## src/rtl/regfile_pkg.sv

```systemverilog
// Shared types, default sizes and depth helper for the parametrised register file.
package regfile_pkg;

   typedef enum logic [0:0] {
      RF_INIT = 1'b0,
      RF_RUN  = 1'b1
   } rf_state_t;

   localparam int RF_DATA_W = 16;
   localparam int RF_ADDR_W = 3;

   function automatic int rf_depth(input int addr_w);
      return 1 << addr_w;
   endfunction

endpackage

```

## src/rtl/regfile_clear_seq.sv

```systemverilog
// Clear sequencer: walks every entry after reset or on request, then hands the array to the user.
module regfile_clear_seq
   import regfile_pkg::*;
#(
   parameter int ADDR_W = RF_ADDR_W
) (
   input  logic              clk_i,
   input  logic              rst_n_i,
   input  logic              clear_req_i,
   output logic              busy_o,
   output logic              clr_we_o,
   output logic [ADDR_W-1:0] clr_addr_o
);

   localparam logic [ADDR_W-1:0] LAST_ADDR = '1;

   rf_state_t         state_q, state_d;
   logic [ADDR_W-1:0] cnt_q, cnt_d;

   always_comb begin
      state_d = state_q;
      cnt_d   = cnt_q;
      case (state_q)
         RF_INIT: begin
            // The counter wraps to 0 on the last entry, ready for the next clear.
            cnt_d = cnt_q + 1'b1;
            if (cnt_q == LAST_ADDR) begin
               state_d = RF_RUN;
            end
         end
         RF_RUN: begin
            if (clear_req_i) begin
               state_d = RF_INIT;
               cnt_d   = '0;
            end
         end
         default: begin
            state_d = RF_INIT;
            cnt_d   = '0;
         end
      endcase
   end

   always_ff @(posedge clk_i) begin
      if (!rst_n_i) begin
         state_q <= RF_INIT;
         cnt_q   <= '0;
      end else begin
         state_q <= state_d;
         cnt_q   <= cnt_d;
      end
   end

   assign busy_o     = (state_q == RF_INIT);
   assign clr_we_o   = (state_q == RF_INIT);
   assign clr_addr_o = cnt_q;

endmodule

```

## src/rtl/regfile_param.sv

```systemverilog
// Parametrised register file with hardware clear, optional write-to-read bypass and
// optional hardwired zero entry (macro REGFILE_ZERO_REG_EN).
module regfile_param
   import regfile_pkg::*;
#(
   parameter int DATA_W = RF_DATA_W,
   parameter int ADDR_W = RF_ADDR_W,
   parameter int BYPASS = 1
) (
   input  logic              clk,
   input  logic              rst_n,
   input  logic              clear_req,
   input  logic              write_en,
   input  logic [ADDR_W-1:0] wreg,
   input  logic [DATA_W-1:0] writedata,
   input  logic [ADDR_W-1:0] rega,
   input  logic [ADDR_W-1:0] regb,
   output logic [DATA_W-1:0] read1,
   output logic [DATA_W-1:0] read2,
   output logic              busy,
   output logic              wr_err
);

   localparam int DEPTH = rf_depth(ADDR_W);

   logic [DATA_W-1:0] mem_q [DEPTH];
   logic              wr_err_q, wr_err_d;
   logic              clr_we;
   logic [ADDR_W-1:0] clr_addr;
   logic              user_req;
   logic              user_we;
   logic              mem_we;
   logic [ADDR_W-1:0] mem_addr;
   logic [DATA_W-1:0] mem_wdata;
   logic              fwd1, fwd2;

`ifdef REGFILE_ZERO_REG_EN
   function automatic logic is_zero_reg(input logic [ADDR_W-1:0] addr);
      return (addr == '0);
   endfunction
`else
   function automatic logic is_zero_reg(input logic [ADDR_W-1:0] addr);
      return (addr != addr);
   endfunction
`endif

   function automatic logic [DATA_W-1:0] rd_sel(
      input logic [ADDR_W-1:0] addr,
      input logic [DATA_W-1:0] stored,
      input logic [DATA_W-1:0] fwd_data,
      input logic              fwd,
      input logic              blocked
   );
      logic [DATA_W-1:0] v;
      v = stored;
      if (fwd) begin
         v = fwd_data;
      end
      if (is_zero_reg(addr) || blocked) begin
         v = '0;
      end
      return v;
   endfunction

   regfile_clear_seq #(
      .ADDR_W (ADDR_W)
   ) u_clear_seq (
      .clk_i       (clk),
      .rst_n_i     (rst_n),
      .clear_req_i (clear_req),
      .busy_o      (busy),
      .clr_we_o    (clr_we),
      .clr_addr_o  (clr_addr)
   );

   // A user write only lands in RUN with no clear pending; zero-entry writes vanish silently.
   assign user_req = write_en & ~busy & ~clear_req;
   assign user_we  = user_req & ~is_zero_reg(wreg);

   // The reset edge itself must leave the array untouched, hence the rst_n gate.
   assign mem_we    = rst_n & (clr_we | user_we);
   assign mem_addr  = clr_we ? clr_addr : wreg;
   assign mem_wdata = clr_we ? '0 : writedata;

   always_ff @(posedge clk) begin
      if (mem_we) begin
         mem_q[mem_addr] <= mem_wdata;
      end
   end

   assign wr_err_d = write_en & (busy | clear_req);

   always_ff @(posedge clk) begin
      if (!rst_n) begin
         wr_err_q <= 1'b0;
      end else begin
         wr_err_q <= wr_err_d;
      end
   end

   assign fwd1 = (BYPASS != 0) && user_req && (rega == wreg);
   assign fwd2 = (BYPASS != 0) && user_req && (regb == wreg);

   assign read1  = rd_sel(rega, mem_q[rega], writedata, fwd1, busy);
   assign read2  = rd_sel(regb, mem_q[regb], writedata, fwd2, busy);
   assign wr_err = wr_err_q;

endmodule

```

## config.mk

```make
export PLATFORM = sky130hd
export DESIGN_NAME = regfile_param
export DESIGN_NICKNAME = d
export VERILOG_FILES = /design/src/rtl/regfile_pkg.sv /design/src/rtl/regfile_clear_seq.sv /design/src/rtl/regfile_param.sv
export SDC_FILE = /design/constraint.sdc
export NUM_CORES = 1
export LEC_CHECK = 0
export ABC_CLOCK_PERIOD_IN_PS = 3100
export CORE_UTILIZATION = 58
export DETAILED_ROUTE_END_ITERATION = 8
export GPL_TIMING_DRIVEN = 0
export PLACE_DENSITY = 0.81
export SYNTH_ARGS = -nofsm -noshare
export SYNTH_HDL_FRONTEND = slang
export SYNTH_HIERARCHICAL = 1
export SYNTH_SLANG_ARGS = --single-unit
```

## constraint.sdc

```tcl
create_clock -name clk -period 3.1 [get_ports clk]
set_input_delay 0.62 -clock clk [delete_from_list [all_inputs] [get_ports clk]]
set_output_delay 0.62 -clock clk [all_outputs]
set_load 0.01 [all_outputs]
```

# After elaboration in Yosys (flattened, before gate mapping)

Memories as Yosys holds them, arrays and structs flattened.
Cells that the tools add are included.

Flip-flop bits (word level): 5
Bits in latches: 0
Bits in writable memories: 128
Bits in read-only memories: 0
Bits of input ports: 29
Memories: 1

Memories:

| memory | depth | bits a word | rd ports | clocked after memory_dff | write ports | RTL line            | source |
|---|---|---|---|---|---|---|---|
| mem_q  | 8     | 16          | 2        | 0                        | 1           | regfile_param.sv:26 | `logic [DATA_W-1:0] mem_q [DEPTH];` |

Add/subtract/negate cells: 1
Multipliers: 0
Divide/modulo/power cells: 0
Magnitude comparators: 0
Equal/unequal tests: 4
Shifts and indexed selects: 0
Muxes and demuxes: 13
Bitwise operators: 8
Reductions and logical operators: 2

Operators by type and width:

| cell                | number |
|---|---|
| $mux 16             | 5 |
| $eq 3x3->1          | 2 |
| $mux 3              | 2 |
| $pmux 3 s2          | 1 |
| $and 1x1->1         | 4 |
| $mux 1              | 4 |
| $add 3x1->3 const B | 1 |
| $eq 3x3->1 const B  | 1 |
| $logic_and 1x1->1   | 2 |
| $ne 2x2->1 const B  | 1 |
| $not 1->1           | 2 |
| $or 1x1->1          | 2 |
| $pmux 1 s2          | 1 |

# Depth between registers and ports, before layout

Gate-level depths: netlist of the first run.

Word-level depth: 6
Depth in mapped cells: 8
Gate-level depth less buffers: 5

# Modules after synthesis

Netlist of the first run, hierarchy kept.

By module, submodules not included:

| module            | instances | cells an instance | area each (um^2) |
|---|---|---|---|
| regfile_param     | 1         | 446               | 6525.0 |
| regfile_clear_seq | 1         | 19                | 196.4 |

# Worst setup path after synthesis of the first run

Ideal clock, no wire load.

Path type: flip-flop to output port
Start: register u_clear_seq.state_q
End: output read1[14]
Arrival time: 2.139 ns
Required time: 2.480 ns
Path slack: 0.341 ns
Cell stages (with the launch flop): 7
Path buffers: 2
Path through: dfxtp_1 > inv_1 > buf_6 > or3b_4 > or4_1 > buf_2 > a211oi_1

Longest elaborated chain between the ends: 5

Ends and longest elaborated chain:

| item                     | RTL line                | source |
|---|---|---|
| from (decl)              | regfile_clear_seq.sv:17 | `rf_state_t state_q, state_d;` |
| from (signal assigned)   | regfile_clear_seq.sv:49 | `state_q <= state_d;` |
| $and 1x1->1 (2 in a row) | regfile_param.sv:77     | `assign user_req = write_en & ~busy & ~clear_req;` |
| $logic_and 1x1->1        | regfile_param.sv:101    | `assign fwd1 = (BYPASS != 0) && user_req && (rega == wreg);` |
| $mux 16                  | regfile_param.sv:56     | `if (fwd) begin` |
| $mux 16 *                | regfile_param.sv:59     | `if (is_zero_reg(addr) \|\| blocked) begin` |
| to (decl)                | regfile_param.sv:18     | `output logic [DATA_W-1:0] read1,` |

Every way passes the cells marked *; elsewhere a longest branch is shown, timed or not.

# Final worst setup path of the first run

Start: register u_clear_seq.state_q
End: output read2[4]

Longest elaborated chain between the ends: 5

Ends and longest elaborated chain:

| item                     | RTL line             | source |
|---|---|---|
| $and 1x1->1 (2 in a row) | regfile_param.sv:77  |  |
| $logic_and 1x1->1        | regfile_param.sv:102 | `assign fwd2 = (BYPASS != 0) && user_req && (regb == wreg);` |
| $mux 16                  | regfile_param.sv:56  |  |
| $mux 16 *                | regfile_param.sv:59  |  |
| to (decl)                | regfile_param.sv:19  | `output logic [DATA_W-1:0] read2,` |

Marks and branches as above.

==> reports/results.tsv, run 1 <==
metric	value	unit
Core Rows	38	
DR DRC count	0	
reg2reg path depth	6	
Tmin final	3.15	ns
RR Startpoint	u_clear_seq/state_q	
largest net degree at the start of global routing	17	
initial antenna violation count	0	
Routed Wire Length	19.3	mm
Least-Margin Pin Slew	1.01	ns
Slew HR	0.325	
Crit Path Max Fanout	10	
Yosys cell types	35	
GR Layer Usage met2	0.558	
post-layout instance area	8690	sq um
die width	110	microns
post-detailed-route count of antenna-violating nets	0	
Hold Path End	u_clear_seq/clr_addr_o[0]	
post-synth net total	496	
Fillers	599	
Hold Fails Final Rpt	0	
Nets	591	
DR pass1 iterations	8	
core area	11100	sq um
Vias	4948	
unrepaired setup endpoints after global routing	true	
status	complete, but fails checks	
final worst slack	-0.0518	ns
Overall Power	4460	uW
CTS clk-pin slew, worst paths	0.06	ns
met3 Resource Use GR	0.0664	
hold_buf cts	0	
CP Launch Point	u_clear_seq/state_q	
CTS Sinks	133	
worst hold path cell count	2	
Final setup viols	1	
sequential share of the synthesized area	0.587	
dpl ws	-1.34	ns
Ys Warns	6	
critical hold path startpoint	u_clear_seq/clr_addr_o[0]	
Worst EP arrival	2.53	ns
antenna diode count	0	
initial DRC count	700	
die height	110	microns
maximum vdd drop	0.513	mV
placed cell count	670	
Post-Syn Area	6720	sq um
Final Cycle Share	1.02	
CTS tree	yes	
hold crit path type	flip-flop to flip-flop	
busiest layer in global routing	met2	
IO Count	63	
leakage	0.00312	uW
layout cells sized above 1	0.384	
clock tree root driver cell	clkbuf_16	
critical path class	flip-flop to output port	
Final GP Congestion	0.977	
vias in the first global route	4995	
wire per inst	27.1	microns
Tot GR Track Use	0.343	
pwr dens	513	nW/um^2
DP HPWL	12.3	mm
Final Hold Slack	0.523	ns
global-route wire length before repair	28.6	mm
Placed Area	7600	sq um
FF+latch count, synth	133	
area of the die	12000	sq um
Startpoint Class	flip-flop	
number of buffers created by CTS	17	
critical path required time	2.48	ns
Achievable Freq	0.317	GHz
Layout area overhead	29.3	%
GRT overflow	0	
reg2reg setup slack	0.21	ns
IO buf count	59	
Final Non-Filler Cells	713	
Clock Path Buffers	2	
Slew Limit Fails	0	
Clk Latency, worst-skew pair	0.42	ns
Vias/cell	6.94	
worst r2r dst	mem_q[5][9]	
max-cap viol count	0	
synthesized instance count	465	
failing checks	setup timing	
Setup Skew	0.0100	ns
Initial Utilization	0.607	
H-tree depth	4	
CP endpoint kind	output port	
syn_area_per_cell	14.5	sq um
GRT met1 Usage	0.455	
==> worst max-delay path: stages, from the launching register on <==
cell and delay (ns):
dfxtp_4 0.35, inv_2 0.08, or3b_4 0.45, buf_4 0.16
nor4_4 0.19, buf_4 0.28, a211oi_1 0.10, nor3_2 0.29
buf_2 0.20
==> final cells by class <==
type | instances | area [sq um] | share of cell area
inverter | 3 | 11.3 | 0.00130
sequential | 133 | 3950 | 0.454
buffer | 35 | 347 | 0.0399
tap | 140 | 175 | 0.0202
clock buffer | 18 | 429 | 0.0494
timing repair buffer | 80 | 702 | 0.0808
multi-input combinational | 290 | 2920 | 0.336
clock inverter | 14 | 155 | 0.0179
==> what timing repair did <==
action	in CTS	in global routing
resized for setup	243	13
endpoints found under the setup margin	32	19
gates cloned	2	0
pin swaps	19	3
buffers inserted	13	0
==> layout by cell type (no fill, tap or decap), types with 15 or more instances in the layout <==
| cell | Yosys | layout |
|---|---|---|
| nor2_2 | 2 | 18 |
| mux2i_1 | 62 | 61 |
| nor3_1 | 32 | 23 |
| nor2b_1 | 19 | 19 |
| clkdlybuf4s50_1 | 0 | 19 |
| nor2_1 | 41 | 23 |
| mux4_2 | 34 | 34 |
| a211oi_2 | 1 | 17 |
| a211oi_1 | 31 | 15 |
| clkbuf_16 | 0 | 17 |
| o22ai_2 | 0 | 18 |
| buf_2 | 14 | 26 |
| edfxtp_1 | 128 | 128 |
==> synthesized netlist by cell type <==
library cell / number / area share
nor2_2: 2 / 0.0019
a211oi_2: 1 / 0.0019
o2bb2ai_1: 1 / 0.0013
buf_1: 1 / 0.00056
nor2b_1: 19 / 0.018
o22ai_1: 30 / 0.028
inv_1: 3 / 0.0017
o211a_1: 1 / 0.0015
mux2i_1: 62 / 0.092
nand2b_1: 5 / 0.0047
or2_2: 2 / 0.0019
xor2_1: 6 / 0.0078
a21boi_2: 1 / 0.0017
nor4_4: 2 / 0.0063
buf_2: 14 / 0.010
o32a_1: 1 / 0.0015
nor2_1: 41 / 0.023
a31oi_1: 2 / 0.0019
a32o_1: 2 / 0.0030
nand2_1: 5 / 0.0028
or4_1: 2 / 0.0022
mux4_2: 34 / 0.11
edfxtp_1: 128 / 0.57
dfxtp_1: 5 / 0.015
buf_6: 3 / 0.0050
a21oi_1: 1 / 0.00074
o21ai_0: 2 / 0.0015
nor3_1: 32 / 0.024
buf_4: 1 / 0.0011
clkbuf_1: 20 / 0.011
and2b_1: 1 / 0.0011
nor3b_1: 1 / 0.0011
ha_1: 2 / 0.0037
a211oi_1: 31 / 0.035
or3b_4: 1 / 0.0017
==> power by group <==
| part | internal [uW] | switching [uW] | total (uW) |
|---|---|---|---|
| Combinational | 221 | 253 | 474 |
| Clock | 1190 | 773 | 1960 |
| Sequential | 2000 | 23.9 | 2020 |
==> worst max-delay path by stage <==
stage	to	slack, ns	depth (start not counted)
after global placement	read1[6]	-1.35	9
final	read2[4]	-0.05	8
after global routing	read2[4]	-0.06	8
after detailed placement	read2[6]	-1.34	9
after CTS	read2[14]	0.01	7
after floorplan	read1[14]	0.34	6
==> per-stage QoR <==
| step | util | setup TNS (ns) |
|---|---|---|
| finish | 0.785 | -0.0518 |
| global route | 0.785 | -0.0725 |
| CTS | 0.782 | 0 |
| detailed placement | 0.686 | -35.07 |
| global placement | 0.676 | -90.89 |
| floorplan | - | 0 |
==> state kept, by name, indices dropped and copies added, names as in the netlist <==
signal / flops
u_clear_seq/clr_addr_o: 3
u_clear_seq/state_q: 1
wr_err: 1
mem_q: 128
==> metal layers <==
metal  vias up  share of wire
met5         -              0
met4         0          0.035
met3        72           0.10
met2       381           0.51
met1      2440           0.36
li1       2055              -
==> kinds of logic after synthesis <==
logic type / count (synthesis) / share of synthesized area
DFF: 133 / 0.587
muxes: 96 / 0.206
xor gates and xnor gates: 6 / 0.00782
AOI/OAI and AO/OA: 73 / 0.0774
buffers and inverters: 42 / 0.0300
adders and majority gates: 2 / 0.00372
and+or+nand+nor: 113 / 0.0880
(Power assumes the default switching activity.)
==> run 2: changes to the inputs <==
--- a/config.mk
+++ b/config.mk
@@ -5,11 +5,10 @@
 export SDC_FILE = /design/constraint.sdc
 export NUM_CORES = 1
 export LEC_CHECK = 0
-export ABC_CLOCK_PERIOD_IN_PS = 3100
 export CORE_UTILIZATION = 58
 export DETAILED_ROUTE_END_ITERATION = 8
 export GPL_TIMING_DRIVEN = 0
-export PLACE_DENSITY = 0.81
+export PLACE_DENSITY_LB_ADDON = 0.05
 export SYNTH_ARGS = -nofsm -noshare
 export SYNTH_HDL_FRONTEND = slang
 export SYNTH_HIERARCHICAL = 1
==> reports/results.tsv, run 2 (same netlist as run 1, synthesis figures left out) <==
metric	value	unit
Crit Path Max Fanout	5	
clock tree root driver cell	clkbuf_16	
Final Util	0.788	
Vias/cell	6.90	
GRT overflow	0	
final worst slack	-0.0353	ns
Vias	4978	
Setup Skew	0.00497	ns
CP top delay family	simple AND/OR/NAND/NOR gates	
commonest non-fill, non-tap cell in the layout	edfxtp_1	
Final setup viols	5	
hold crit path type	flip-flop to flip-flop	
DR DRC count	0	
Slew Limit Fails	0	
number of buffers created by CTS	17	
vias in the first global route	4896	
layout cells sized above 1	0.389	
Least-Margin Pin Slew	0.860	ns
Core Rows	38	
Worst EP arrival	2.52	ns
critical hold path startpoint	u_clear_seq/clr_addr_o[0]	
IO Count	63	
Final Cycle Share	1.01	
Largest Register	mem_q	
worst r2r dst	mem_q[1][12]	
Fillers	623	
worst hold path cell count	2	
post-detailed-route count of antenna-violating nets	0	
leakage	0.00316	uW
die height	110	microns
Nets	600	
post-layout instance area	8720	sq um
status	complete, but fails checks	
initial DRC count	573	
ordered cell list for the critical path	clkinvlp_4, or3b_4, buf_6, buf_6, nor4_4, buf_4, buf_6, a211oi_2, nor3_2, buf_2	
Clock Path Buffers	2	
area of the die	12000	sq um
CTS clk-pin slew, worst paths	0.06	ns
Seq. cell area	3950	sq um
pwr dens	500	nW/um^2
Initial Utilization	0.607	
critical path class	flip-flop to output port	
critical path required time	2.48	ns
Clk Latency, worst-skew pair	0.42	ns
Overall Power	4360	uW
Setup TNS	-0.149	ns
critical path depth	10	
Routed Wire Length	20.0	mm
CTS tree	yes	
RR Startpoint	u_clear_seq/state_q	
H-tree depth	4	
maximum vdd drop	0.538	mV
Tmin final	3.14	ns
Slew HR	0.427	
area of the multi-input gates	2900	sq um
max-cap viol count	0	
CTS Sinks	133	
unrepaired setup endpoints after global routing	true	
DP HPWL	12.3	mm
placed cell count	672	
Startpoint Class	flip-flop	
hold_buf cts	0	
most used cell along the critical path	buf_6	
wire per inst	27.7	microns
reg2reg setup slack	0.15	ns
Bufs and invs on worst path	6	
reg2reg path depth	10	
global-route wire length before repair	28.5	mm
DR pass1 iterations	5	
die width	110	microns
IO buf count	59	
worst stage delay on the critical path	0.43	ns
Placed Area	7630	sq um
initial antenna violation count	0	
Final Non-Filler Cells	721	
Tot GR Track Use	0.346	
commonest non-fill, non-tap cells in the layout	edfxtp_1 (128), mux2i_1 (61), mux4_2 (34)	
max FFs per register	128	
CP max-delay cell	or3b_4	
largest net degree at the start of global routing	17	
Hold Fails Final Rpt	0	
CP endpoint kind	output port	
core area	11100	sq um
Layout area overhead	29.8	%
failing checks	setup timing	
Final GP Congestion	0.927	
antenna diode count	0	
Achievable Freq	0.319	GHz
Hold Path End	u_clear_seq/clr_addr_o[0]	
[run 2: cell count changes in the layout (fill, tap and decap cells not counted), sizes merged]
cell	change
clkinvlp	-3
buf	+13
clkinv	+5
clkdlybuf4s15	-1
inv	-2
dlygate4sd2	-4
[run 2: worst reg2reg max path, cell delays in order (launching register included)]
cell,delay (ns)
dfxtp_4,0.35
clkinvlp_4,0.09
buf_4,0.13
buf_4,0.15
buf_4,0.13
clkbuf_1,0.20
clkbuf_1,0.38
nor3_1,0.37
a21oi_1,0.16
nor2_2,0.45
buf_8,0.23
[run 2: what timing repair did]
action	4_1_cts	5_1_grt
pin swaps	14	18
setup buffers	16	3
endpoints found under the setup margin	32	28
cloned	3	1
gates resized for setup	231	50
[run 2: worst max-delay path by stage]
| stage | from | end | slack, ns |
|---|---|---|---|
| after floorplan | u_clear_seq/state_q | read1[14] | 0.34 |
| after global placement | rega[1] | read1[4] | -1.39 |
| after detailed placement | rega[1] | read1[7] | -1.45 |
| after CTS | u_clear_seq/state_q | read2[0] | 0.0008 |
| after global routing | u_clear_seq/state_q | read1[14] | -0.08 |
| final | u_clear_seq/state_q | read2[4] | -0.04 |
[run 2: routing by layer]
layer,wire length (microns),GRT usage,part of all wire
met4,649,0.158,0.032
met3,2030,0.0694,0.10
met2,9930,0.556,0.50
met1,7380,0.458,0.37
met5,0,0,0
[run 2: area by class of cell]
class                           count  share of cell area
Sequential cell                   133               0.452
Multi-Input combinational cell    290               0.332
Timing Repair Buffer               90              0.0932
Clock buffer                       17              0.0488
Buffer                             34              0.0383
Tap cell                          140              0.0201
Clock inverter                     14              0.0135
Inverter                            3             0.00172
[run 2: where the power goes]
part	internal (uW)	leakage [uW]	total, uW	switching (uW)
logic	216	0.00165	463	247
registers	2000	0.00124	2020	24.8
clock network	1150	0.000265	1870	722
[run 2: per-stage QoR]
step | hold slack, ns | worst slack (ns)
floorplan | 0.472 | 0.341
global placement | 0.503 | -1.39
detailed placement | 0.515 | -1.45
CTS | 0.516 | 0.000822
global route | 0.548 | -0.0825
finish | 0.517 | -0.0353
